$ cat src/rtl/async_ram_16_8.sv
// Small register-file RAM: one write port, one registered read port, one clock.
// A synchronous clear zeroes every word and the read register together.
module async_ram_16_8 #(
   parameter int DATA_W   = 16,
   parameter int ADDR_W   = 3,
   parameter int RD_FIRST = 0
) (
   input  logic              clk,
   input  logic              clr,
   input  logic              re,
   input  logic              we,
   input  logic [ADDR_W-1:0] rd_add,
   input  logic [ADDR_W-1:0] wr_add,
   input  logic [DATA_W-1:0] d_in,
   output logic [DATA_W-1:0] d_out
);

   localparam int DEPTH = 2 ** ADDR_W;

   // Port protocol: no handshake. we/re are single-cycle enables sampled on
   // the rising edge; read data appears on d_out one cycle after re and is
   // held while re stays low. clr overrides both enables on its edge.

   logic [DATA_W-1:0] mem [DEPTH];
   logic              same_addr_hit;

   // A same-edge read of the word being written returns the new data only
   // in write-first mode; read-first simply returns the stored word.
   assign same_addr_hit = (RD_FIRST == 0) && we && (wr_add == rd_add);

   always_ff @(posedge clk) begin
      if (clr) begin
         for (int i = 0; i < DEPTH; i++) begin
            mem[i] <= '0;
         end
         d_out <= '0;
      end else begin
         if (we) begin
            mem[wr_add] <= d_in;
         end
         if (re) begin
            if (same_addr_hit) begin
               d_out <= d_in;
            end else begin
               d_out <= mem[rd_add];
            end
         end
      end
   end

endmodule

$ cat config.mk
export PLATFORM = sky130hd
export DESIGN_NAME = async_ram_16_8
export DESIGN_NICKNAME = d
export VERILOG_FILES = /design/src/rtl/async_ram_16_8.sv
export SDC_FILE = /design/constraint.sdc
export NUM_CORES = 1
export LEC_CHECK = 0
export BUFFER_PORTS_ARGS = -buffer_cell sky130_fd_sc_hd__buf_2
export CAP_MARGIN = 10
export CORE_MARGIN = 4
export CORE_UTILIZATION = 58
export DETAILED_ROUTE_END_ITERATION = 6
export GPL_TIMING_DRIVEN = 0
export PLACE_DENSITY = 0.77
export SETUP_SLACK_MARGIN = 0.15
export SYNTH_ARGS = -nofsm -noshare
export SYNTH_HDL_FRONTEND = slang
export SYNTH_SLANG_ARGS = --single-unit
$ cat constraint.sdc
create_clock -name clk -period 1.7 [get_ports clk]
set_input_delay 0.17 -clock clk [delete_from_list [all_inputs] [get_ports clk]]
set_output_delay 0.17 -clock clk [all_outputs]
set_load 0.005 [all_outputs]
==> results list, run 1 <==
* DRC violations left: 0
- The final max-slew violation count was 0.
- The worst register-to-register path begins at mem[5][7].
- Synthesis inferred 144 register bits.
- Final clock period utilization by the worst path: 90.1%
* Starting Density: 59.5%
* Unrepaired setup endpoints after global routing: false
* Final total power: about 8.7 mW
- Share of power burned in combinational logic: 7.6%
* Critical Path Sink: mem[2][13]
- The floorplan step defined a die boundary enclosing 12900 um^2.
- In this run, the number of DRC markers left after iteration 0 of detailed routing was 403.
* EDFF count, synth: 128
- Area added between synthesis and finish: 18.0%
* R2R Setup Slk: 370 ps
- The internal power of the cells totals 6.82 mW.
- Count of nets after finishing: around 540
- In this run the tightest slew margin relative to its limit is 54.7%.
* Clk root buf: clkbuf_8
* Top FF cell, synth: edfxtp_1
- Entering global routing, the biggest net connects 17 pins.
- Delay-heaviest family, CP: simple AND/OR/NAND/NOR gates
- Antenna Nets Post-Route: 0
- The floorplan step set the die height to around 110 um.
- Vias after detailed routing: 4042
- Each instance of the synthesized netlist takes up on average 14.6 um^2.
* Cells after Synth: 441
* HPWL after DPL: around 9300 um
- TritonCTS clock tree: done
* Warning count from the yosys run: 0
* Fraction of power spent switching nets: 21.3%
- Logic depth of the worst path, buffers included: 4
* Syn Nets: 467
- By startpoint and endpoint, the worst setup path is classified as in -> reg.
- No sink is reached through more buffers than the 2 on the longest clock path.
- Number of inserted diodes: 0
* Critical path capture point type: flip-flop
- In this run the static leakage power is 2.82 nW.
- Worst Max-Slew Pin Slew: 677 ps
* Layout Skew: between 5 and 6 ps
* Fill cells: about 700
* Number of I/O pins: 42
- The number of antenna violations at the first check in global routing is 0.
* Combined buffer and inverter count along the critical path: 1
- Stage delay of the slowest cell on the critical path: 540 ps
* Data arrival time at the worst-slack endpoint: 1690 ps
- The number of hold violations in the final report came to 0.
- Detailed-routing iteration count for the pre-antenna-repair pass: 5
- Measured in cells, the most critical reg-to-reg path has a length of 3.
* Later-pin clock latency in the skew report: roughly 520 ps
* Final Wtd Congestion: 0.836
- Minimum hold slack: between 20 and 25 ps
* Synth Cell Area: 6450 um^2
- Number of standard-cell rows in the floorplan: 38
- Port-buffer cells: 40
- Global routing used 25.6% of the available tracks.
- Synth cell types: 35
- Final setup violation count: 0
- After detailed routing, no signal wire sits above met4.
* H-tree levels: 4
* Power per Cell Area: about 1100 nW/um^2
* Relative contribution of sequential cells to total power: between 40% and 50%
- Wires add up to approximately 16000 um.
* Fmax: 653 MHz
* Part of the Yosys area used for sequential elements: between 60% and 70%
- Routed wire length on met3: 1530 um
- Remaining global-route overflow: 0
- STA puts the critical path data required time at 1860 ps.
- The worst register-to-register path ends at d_out[7].
* Register clock-pin slew on the reported worst setup and hold paths: 60 ps
- The post-route netlist has 22.3% of its cells at a drive strength greater than 1.
- Biggest fanout along the worst timing path: 16
- Leading cell types in the layout, fill and taps excluded: 128 x and2_1, 128 x edfxtp_1, 47 x buf_2
- CTS saw ~140 sinks.
- The min-delay analysis places its worst path in the category in -> reg.
- Met2 routed WL: 7800 um
* Die width: 113 um
* Clock period minus final worst setup slack: 1530 ps
* Average vias per placed instance: 6.05
* Maximum Capacitance Violations: 0
* Worst supply voltage drop on vdd: 0.668 mV
* Cell breakdown of the critical path: buf_2 -> or3b_1 -> nor2_2 -> or2_2
- Num CTS Buffers: 17
* Wire length the detailed router placed on met1: 5860 um
* Placeable core region: about 11000 um^2
- Critical path launch point: clr
- The first global-routing pass estimated approximately 24000 um of wire.
- The clock network is responsible for about 44% of the overall power.
- Buffer count from post-CTS setup fixing: 0
- The run finished with clean final reports.
- Switching power of the nets: 1.85 mW
- Share of synthesized flip-flops with an asynchronous set or reset: 0%
- Average routed wire per standard cell: about 23 um
- Via count of the first global-routing pass: 4159
* Cell with the largest stage delay on the worst path: or2_2
- Critical path startpoint category: primary input
flip-flops by register name, indices dropped and copies added, names as in the netlist:
name and flops:
d_out 16, mem 128
kinds of logic (layout without fill, tap and decap cells):
group | count (synthesis) | after routing | synth area share (%)
and+or+nand+nor | 178 | 178 | 16.5
DFF | 144 | 144 | 64.6
muxes | 46 | 46 | 11.2
buffers and inverters | 25 | 112 | 2.25
AOI/OAI and AO/OA | 45 | 45 | 5.05
xor gates and xnor gates | 3 | 3 | 0.408
cell usage after synthesis, types with 2 or more instances:
library cell / count / share of area, %
edfxtp_1: 128 / 60
nor2_2: 3 / 0.29
or3b_1: 2 / 0.27
xnor2_1: 3 / 0.41
mux4_2: 21 / 7.3
nand2b_1: 2 / 0.19
nor2_1: 23 / 1.3
clkbuf_1: 11 / 0.64
nand3b_1: 2 / 0.23
and2_1: 128 / 12
or2_2: 8 / 0.78
a22oi_1: 16 / 1.9
dfxtp_1: 16 / 5.0
buf_2: 7 / 0.54
o22ai_1: 10 / 0.97
mux2i_1: 25 / 3.9
nor3_1: 2 / 0.16
buf_4: 2 / 0.23
o31ai_1: 7 / 0.82
o21ai_1: 6 / 0.47
o31ai_2: 3 / 0.58
nand2_1: 2 / 0.12
buf_6: 2 / 0.35
worst register-to-register path: cells and delay by family (launching register included):
family,cells,cell delay [ps]
AOI/OAI and AO/OA,1,90
muxes,2,730
DFF,1,390
worst min-delay path by stage:
stage	cells past startpoint	from	to
after floorplan	2	d_in[0]	d_out[0]
after global placement	2	d_out[12]	d_out[12]
after detailed placement	2	d_out[9]	d_out[9]
after CTS	3	d_in[5]	d_out[5]
after global routing	3	d_in[5]	d_out[5]
final	3	d_in[5]	d_out[5]
metal layers:
metal	vias to the layer above	GRT usage, %
li1	1793	-
met4	0	9.94
met2	231	42.5
met1	1987	32.9
met3	31	5.99
met5	-	0
through the flow:
step / cell area [um^2] / cells / setup slack [ps] / utilization [%] / setup TNS [ps]
2_1_floorplan: 6450 / 441 / 163 / - / 0
3_3_place_gp: 6820 / 621 / -716 / 62.9 / -65190
3_5_place_dp: 6820 / 621 / -582 / 62.9 / -69320
4_1_cts: 7590 / 668 / 160 / 70.0 / 0
5_1_grt: 7610 / 668 / 144 / 70.2 / 0
6_report: 7610 / 668 / 169 / 70.2 / 0
repair_timing:
action	in CTS	in global routing
hold endpoints to repair	15	0
gates resized for setup	2	4
setup endpoints to repair	42	50
hold buffers	15	0
power by group through the flow:
stage	clock network [mW]	logic, mW	registers, mW
final	3.84	0.662	4.16
after CTS	3.85	0.659	4.16
after floorplan	0	0.377	4.21
after detailed placement	0	0.625	4.23
after global placement	0	0.608	4.21
after global routing	4.03	0.712	4.18
layout make-up:
class	instances	area (um^2)	share of cell area [%]
well taps	140	175	2.30
repair buffers	55	350	4.61
plain buffers	25	145	1.91
clock buffers	21	449	5.91
flip-flops and latches	144	4160	54.7
clock inverters	11	160	2.11
multi-input cells	272	2160	28.4
No activity file was read; power rests on OpenSTA's default activity.
==> run 2, diff against run 1 <==
clock period = 2 ns   (was 1.7 ns; I/O delays follow)
==> run 2 against run 1 <==
  * Critical path depth stayed put
  * Combinational power is 18% lower
  * Largest power group unchanged
  * Clock power is 15% lower
  * Largest cell class unchanged
  * Highest routed layer unchanged
  * Cell area is 1.8% lower
  * Critical path type unchanged
==> results list, run 2 (synthesized netlist as in run 1, its figures left out) <==
- The initial standard-cell utilization of the core was 59.5% (unchanged).
* Final clock period utilization by the worst path: 80.5%
- Number of I/O pins: 42 (unchanged)
- The number of flip-flops under the largest register name was 128 (unchanged).
- The worst slew slack as a fraction of its limit is 55.3% (+0.64 points).
- Vias after detailed routing: 3937 (-2.6%)
- Routed wire length: 15400 um (-0.52%)
* Register clock-pin slew on the reported worst setup and hold paths: 60 ps (about the same)
* Area post-placement: 6820 um^2 (unchanged)
* Share of layout cells above drive strength 1: 22.7% (+0.33 points)
* Final Instance Count excl. Fillers: 656 (-1.8%)
- Total global-route track usage: 25.3% (-0.23 points)
- The via density per instance is 6.00 (-0.82%).
- The standard cell core area is 10800 um^2 (unchanged).
- The sum of buffers and inverters on the critical path was 1 (unchanged).
- The filler cell count in the final layout is 730 (+3.0%).
- The number of buffers inserted to repair setup after CTS was 0 (unchanged).
- HPWL after DPL: 9290 um (unchanged)
- The utilization after layout was 68.9% (-1.3 points).
- R2R Setup Slk: 700 ps (+330 ps)
- The path with the worst hold slack has its endpoint at d_out[0].
- The number of antenna violations at the first check in global routing was 0 (unchanged).
- FF/Latch Area: 4160 um^2 (unchanged)
- The height of the chip came to 113 um (unchanged).
* Detailed-routing iteration count for the pre-antenna-repair pass: 5 (unchanged)
- The signal on the critical path passes through buf_2 -> or3b_1 -> nor2_2 -> or2_2.
- Cells on worst reg2reg path: 3 (unchanged)
- The area enclosed by the die boundary is 12900 um^2 (unchanged).
* Worst endpoint required time: 2160 ps (+300 ps)
- Data arrival time at the worst-slack endpoint: 1770 ps (+80 ps)
* Result of the run: finished clean
* Unrepaired setup endpoints after global routing: false
- Cell with the largest stage delay on the worst path: or2_2
* DRC violations left: 0 (unchanged)
* Register bank with the most flops: mem
- The top cell types in the final layout, fill and taps aside, are 128 x and2_1, 128 x edfxtp_1, 47 x buf_2.
- Hold Crit Class: in -> reg
- Clk root buf: clkbuf_8
* H-tree levels: 4 (unchanged)
- Num CTS Buffers: 17 (unchanged)
- Number of sinks handled by clock tree synthesis: 144 (unchanged)
* Setup TNS after final layout: 0 ps (unchanged)
- Minimum hold slack: 2.14 ps (-21.9 ps)
- The number of global-route vias before repair is 4107 (-1.3%).
- Port-buffer cells: 40 (unchanged)
* Fmax: 621 MHz
- Maximum Capacitance Violations: 0 (unchanged)
- TritonCTS built the clock tree.
- STA classifies the critical path endpoint as a flip-flop.
* Leak pwr: 2.77 nW (-1.9%)
* Final setup violation count: 0 (unchanged)
* Layout Skew: 4.96 ps (-0.345 ps)
* Antenna Nets Post-Route: 0 (unchanged)
* Count of nets after finishing: 529 (-2.2%)
- The total placed cells including tap cells came to 621 (unchanged).
- Maximum number of pins on one net before global-route repair: 17 (unchanged)
- The cell depth of the worst hold path came to 3 (unchanged).
- Worst supply voltage drop on vdd: 0.567 mV (-15%)
- The horizontal extent of the die is 113 um (unchanged).
- Number of inserted diodes: 0 (unchanged)
- Buffer levels on the longest clock path: 2 (unchanged)
- Delay-heaviest family, CP: simple AND/OR/NAND/NOR gates
* Critical path startpoint category: primary input
* Average routed wire per standard cell: 23.5 um (+1.3%)
- The violation count after the first detailed-routing iteration is 346 (-14%).
* Terminus of the critical flop-to-flop path: d_out[7]
* Remaining global-route overflow: 0 (unchanged)
- Clock period minus final worst setup slack: between 1500 and 2000 ps
- Later-pin clock latency in the skew report: 530 ps (about the same)
- Biggest fanout along the worst timing path: 16 (unchanged)
- Area added between synthesis and finish: 15.8%
- Launch point of the worst reg-to-reg path: mem[5][7]
* Hold path start: d_in[0]
* Multi-input combinational cell area: 2140 um^2 (-0.87%)
- Largest registers ranked by flip-flop count: mem (128), d_out (16)
- Critical setup path kind: in -> reg
- Stage delay of the slowest cell on the critical path: 560 ps (+20 ps)
* Power per Cell Area: 983 nW/um^2 (-14%)
* Number of standard-cell rows in the floorplan: 38 (unchanged)
- Final Hold Viols: 0 (unchanged)
- The transition time of the tightest slew-check pin came to 670 ps (-7.06 ps).
* Summed area of non-filler cells in the final layout: 7470 um^2 (-1.8%)
* Wire length of the first global-routing pass: 23600 um (-1.1%)
- The final max-slew violation count is 0 (unchanged).
- The weighted congestion at the end of routability-driven global placement was 0.836 (unchanged).
==> run 2: repair_timing <==
action                     in CTS  in global routing
resized for setup               0                  1
hold endpoints to repair        3                  0
setup endpoints to repair       0                 16
hold buffers                    3                  0
==> run 2: how the worst max path moves through the flow <==
stage,startpoint,endpoint,slack [ps],cells past startpoint
after floorplan,clr,mem[0][0],430,3
after global placement,clr,mem[1][12],-450,4
after detailed placement,clr,mem[1][12],-310,4
after CTS,clr,mem[1][13],200,4
after global routing,clr,mem[0][13],310,4
final,clr,mem[4][4],390,4
==> run 2: worst register-to-register path, stage by stage (launching register included) <==
cell	delay, ps
edfxtp_1	400
mux4_2	510
mux2i_1	210
o21ai_1	80
==> run 2: layout make-up <==
type | count | area share (%)
tap | 140 | 2.35
timing repair buffer | 43 | 3.08
clock buffer | 21 | 6.02
clock inverter | 11 | 2.14
buffer | 25 | 1.94
multi-input combinational | 272 | 28.7
sequential | 144 | 55.8
==> run 2: metrics by stage <==
stage,setup slack [ps],total power [mW]
2_1_floorplan,433,3.90
5_1_grt,311,7.55
3_3_place_gp,-446,4.10
4_1_cts,203,7.35
6_report,390,7.34
3_5_place_dp,-312,4.13
==> run 2: per-layer routing <==
| layer | up-vias | track usage, % | routed length [um] |
|---|---|---|---|
| met3 | 28 | 5.99 | 1080 |
| li1 | 1772 | - | - |
| met4 | 0 | 10.0 | 324 |
| met1 | 1987 | 32.5 | 6180 |
| met5 | - | 0 | 0 |
| met2 | 150 | 42.1 | 7840 |
==> run 2: where the power goes <==
group / total (mW) / internal [mW] / leakage, nW / switching, mW
combinational: 0.540 / 0.225 / 1.12 / 0.316
sequential: 3.54 / 3.47 / 1.36 / 0.0642
clock: 3.27 / 2.08 / 0.291 / 1.18
==> run 3, diff against run 2 <==
ABC_AREA = 1   (was default)
clock period = 1.5 ns   (was 2 ns; I/O delays follow)
==> run 3 against run 2 <==
  * Combinational power is 61% higher
  * Largest cell class unchanged
  * Utilization is 2.2 points higher
  * Critical endpoint is now d_out[0]
  * Sequential share of layout area fell by 2.0 points
  * Final cell count up 37%
  * Highest routed layer unchanged
==> results list, run 3 <==
* Result of the run: finished clean
- Critical path capture point type: flip-flop
- The maximum level of the CTS H-tree is 4 (unchanged).
* DRC violations left: 0 (unchanged)
- TritonCTS clock tree: done
* Final clock period utilization by the worst path: between 70% and 80%
* Leading cell type in the layout, fill and taps excluded: nor2_1
- The overall global routing resource usage was 27.3% (+2.0 points).
- Remaining global-route overflow: 0 (unchanged)
- Share of layout cells above drive strength 1: 15.8% (-6.9 points)
- The number of antenna repair diodes came to 0 (unchanged).
- Vias after detailed routing: 5170 (+31%)
- Cells on worst reg2reg path: 6 (+3)
- The total power came to 10.1 mW (+37%).
- The worst path needs 1180 ps of the cycle, external delays included.
- The number of hold violations in the final report came to 0 (unchanged).
* FF/Latch Area: 4160 um^2 (unchanged)
- Clk root buf: clkbuf_8
- Placement Setup Slack: -154 ps (+158 ps)
- The post-route clock skew came to 6.79 ps (+1.83 ps).
* Number of DRC markers after the initial detailed-route iteration: 535 (+55%)
* R2R Setup Slk: 350 ps (-350 ps)
- The worst register-to-register path begins at mem[0][9].
- The via density per instance came to 5.75 (-4.2%).
- Total Die Area: 12900 um^2 (+0.45%)
- The utilization after layout is 71.1% (+2.2 points).
- Summed area of non-filler cells in the final layout: 7740 um^2 (+3.7%)
- Area added between synthesis and finish: 19.5%
- Leak pwr: 3.13 nW (+13%)
- The peak supply drop came to 0.743 mV (+31%).
* Detailed-routing iteration count for the pre-antenna-repair pass: 5 (unchanged)
- Critical path launch point: rd_add[1]
- The final max-slew violation count came to 0 (unchanged).
* Unrepaired setup endpoints after global routing: false
* Critical setup path kind: in -> reg
* Wire length of the first global-routing pass: 26400 um (+12%)
- Average routed wire per standard cell: 18.4 um (-22%)
* Hold path start: clr
- Final setup margin: 322 ps (-67.9 ps)
- The initial standard-cell utilization of the core was 59.5% (about the same).
- Dominant combinational cell family by area after synthesis: simple AND/OR/NAND/NOR gates
- The number of top-level design ports is 42 (unchanged).
* Area leader, netlist: edfxtp_1
- Routed wire length: 16600 um (+7.4%)
* Area share of xor/xnor cells in the synthesized design: 0% (-0.41 points)
- Share of the synthesized area in the top cell type: 59.3% (-0.29 points)
* Synth Cell Area: 6480 um^2 (+0.49%)
- EDFF count, synth: 128 (unchanged)
- The synthesis-stage register bit count is 144 (unchanged).
- The weighted congestion at the end of routability-driven global placement came to 0.909 (+8.7%).
- Counting instances in the post-synthesis netlist gives the leading cell types as 214 x nor2_1, 128 x edfxtp_1, 91 x nand2_1, 78 x nand3_1, 53 x o21ai_0.
- Leading cell types in the layout, fill and taps excluded: 212 x nor2_1, 128 x edfxtp_1, 78 x nand3_1
- Fill cells: 780 (+6.8%)
* Die width: 114 um (+0.22%)
* Main area contributors after synthesis: edfxtp_1 59%, nor2_1 12%, nand3_1 6.0%
* Fmax: about 850 MHz
* Part of the Yosys area used for sequential elements: 64.3% (-0.31 points)
- Count of nets after finishing: 772 (+46%)
- The remaining number of nets flagged by the antenna check after routing is 0 (unchanged).
* Buffer count from post-CTS setup fixing: 0 (unchanged)
- nor2_1 is the most common cell in the netlist.
- Number of cells upsized or downsized after cts: 0 (unchanged)
- The max-cap violation count came to 0 (unchanged).
- Worst endpoint required time: 1920 ps (-240 ps)
- The number of distinct standard cells referenced by the synthesized netlist came to 20 (-43%).
- The setup TNS was 0 ps (unchanged).
- The total of warnings raised by yosys came to 0 (unchanged).
- STA classifies the critical path startpoint as a primary input.
- Post-synthesis simple-gate area fraction: 24.3% (+7.8 points)
- The hold buffer count at CTS was 1 (-2).
* Synthesized area per cell: 9.40 um^2 (-36%)
- The clock latency on the worst-skew pair came to 530 ps (about the same).
* Final setup violation count: 0 (unchanged)
- The total nets after synthesis was 715 (+53%).
- Via count of the first global-routing pass: 5034 (+23%)
* Mux share of post-synthesis cell area: 0% (-11 points)
- Placeable core region: 10900 um^2 (+0.44%)
* Flip-flop count of the largest register, all copies and words added: 128 (unchanged)
* Register bank with the most flops: mem
- The fraction of the mapped netlist area in compound gates came to 6.10% (+1.1 points).
* Share of synthesized flip-flops with an asynchronous set or reset: 0% (unchanged)
* Biggest fanout along the worst timing path: 10 (-6)
* Adder-cell share of the synthesized area: 0% (unchanged)
- Num CTS Buffers: 17 (unchanged)
* Area post-placement: 7100 um^2 (+4.1%)
* Number of standard-cell rows in the floorplan: 38 (unchanged)
- The register clock-pin slew on the reported worst setup and hold paths came to 60 ps (about the same).
* Number of sinks handled by clock tree synthesis: 144 (unchanged)
- Number of instances on the worst hold path: 4 (+1)
- The worst slew slack as a fraction of its limit was 61.2% (+5.9 points).
* Top FF cell, synth: edfxtp_1
- The power per cell area is 1300 nW/um^2 (+33%).
- The arrival time at the worst endpoint came to 1600 ps (-170 ps).
* HPWL after DPL: 11500 um (+24%)
- Chip height: 114 um (+0.22%)
* Multi-input combinational cell area: 2160 um^2 (+0.82%)
* Worst Max-Slew Pin Slew: 581 ps (-88.5 ps)
- The largest registers in the layout are mem (128), d_out (16).
- The maximum clock path buffer count is 2 (unchanged).
- Port-buffer cells: 37 (-7.5%)
- The number of antenna violations at the first check in global routing came to 0 (unchanged).
* Maximum number of pins on one net before global-route repair: 17 (unchanged)
- The tightest min-delay check is of the in -> reg type.
- The count of mapped cells out of synthesis came to 689 (+56%).
## run 3: layout make-up
class | count | share of cell area, %
inverter | 43 | 2.09
clock inverter | 15 | 2.80
sequential | 144 | 53.8
clock buffer | 17 | 5.35
multi-input combinational | 463 | 27.9
buffer | 39 | 3.28
tap | 140 | 2.26
timing repair buffer | 38 | 2.52
## run 3: path summary, 6_finish.rpt
| path | to |
|---|---|
| max | d_out[0] |
| min | d_out[14] |
| max reg2reg | d_out[9] |
| min reg2reg | d_out[6] |
## run 3: kinds of logic after synthesis
logic type             Yosys count
AO/OA/AOI/OAI                   76
buffers and inverters           82
AND/OR/NAND/NOR                387
flip-flops                     144
## run 3: through the flow
stage                     cells  hold slack (ps)
after CTS                   899             20.8
after floorplan             689              342
after global placement      866              364
after global routing        899             60.0
final                       899             58.2
after detailed placement    866              367
## run 3: routing by layer
metal  global-route usage (%)  wire (um)  up-vias
met5                        0          0        -
met2                     43.5       7880      293
met3                     7.11       1630       29
li1                         -          -     2416
met1                     36.7       6700     2432
met4                     9.54        369        0
## run 3: worst max-delay path, stage by stage
cell      delay (ps)
buf_2            170
inv_2            160
clkbuf_1         470
nor2_1           130
o21ai_0          120
nand3_1          170
nand3_1          140
a21oi_1           80
## run 3: where the power goes
group	leakage, nW	total [mW]	switching, mW	internal (mW)
clock network	0.298	4.53	1.67	2.86
registers	1.36	4.69	0.0760	4.62
logic	1.47	0.872	0.614	0.258
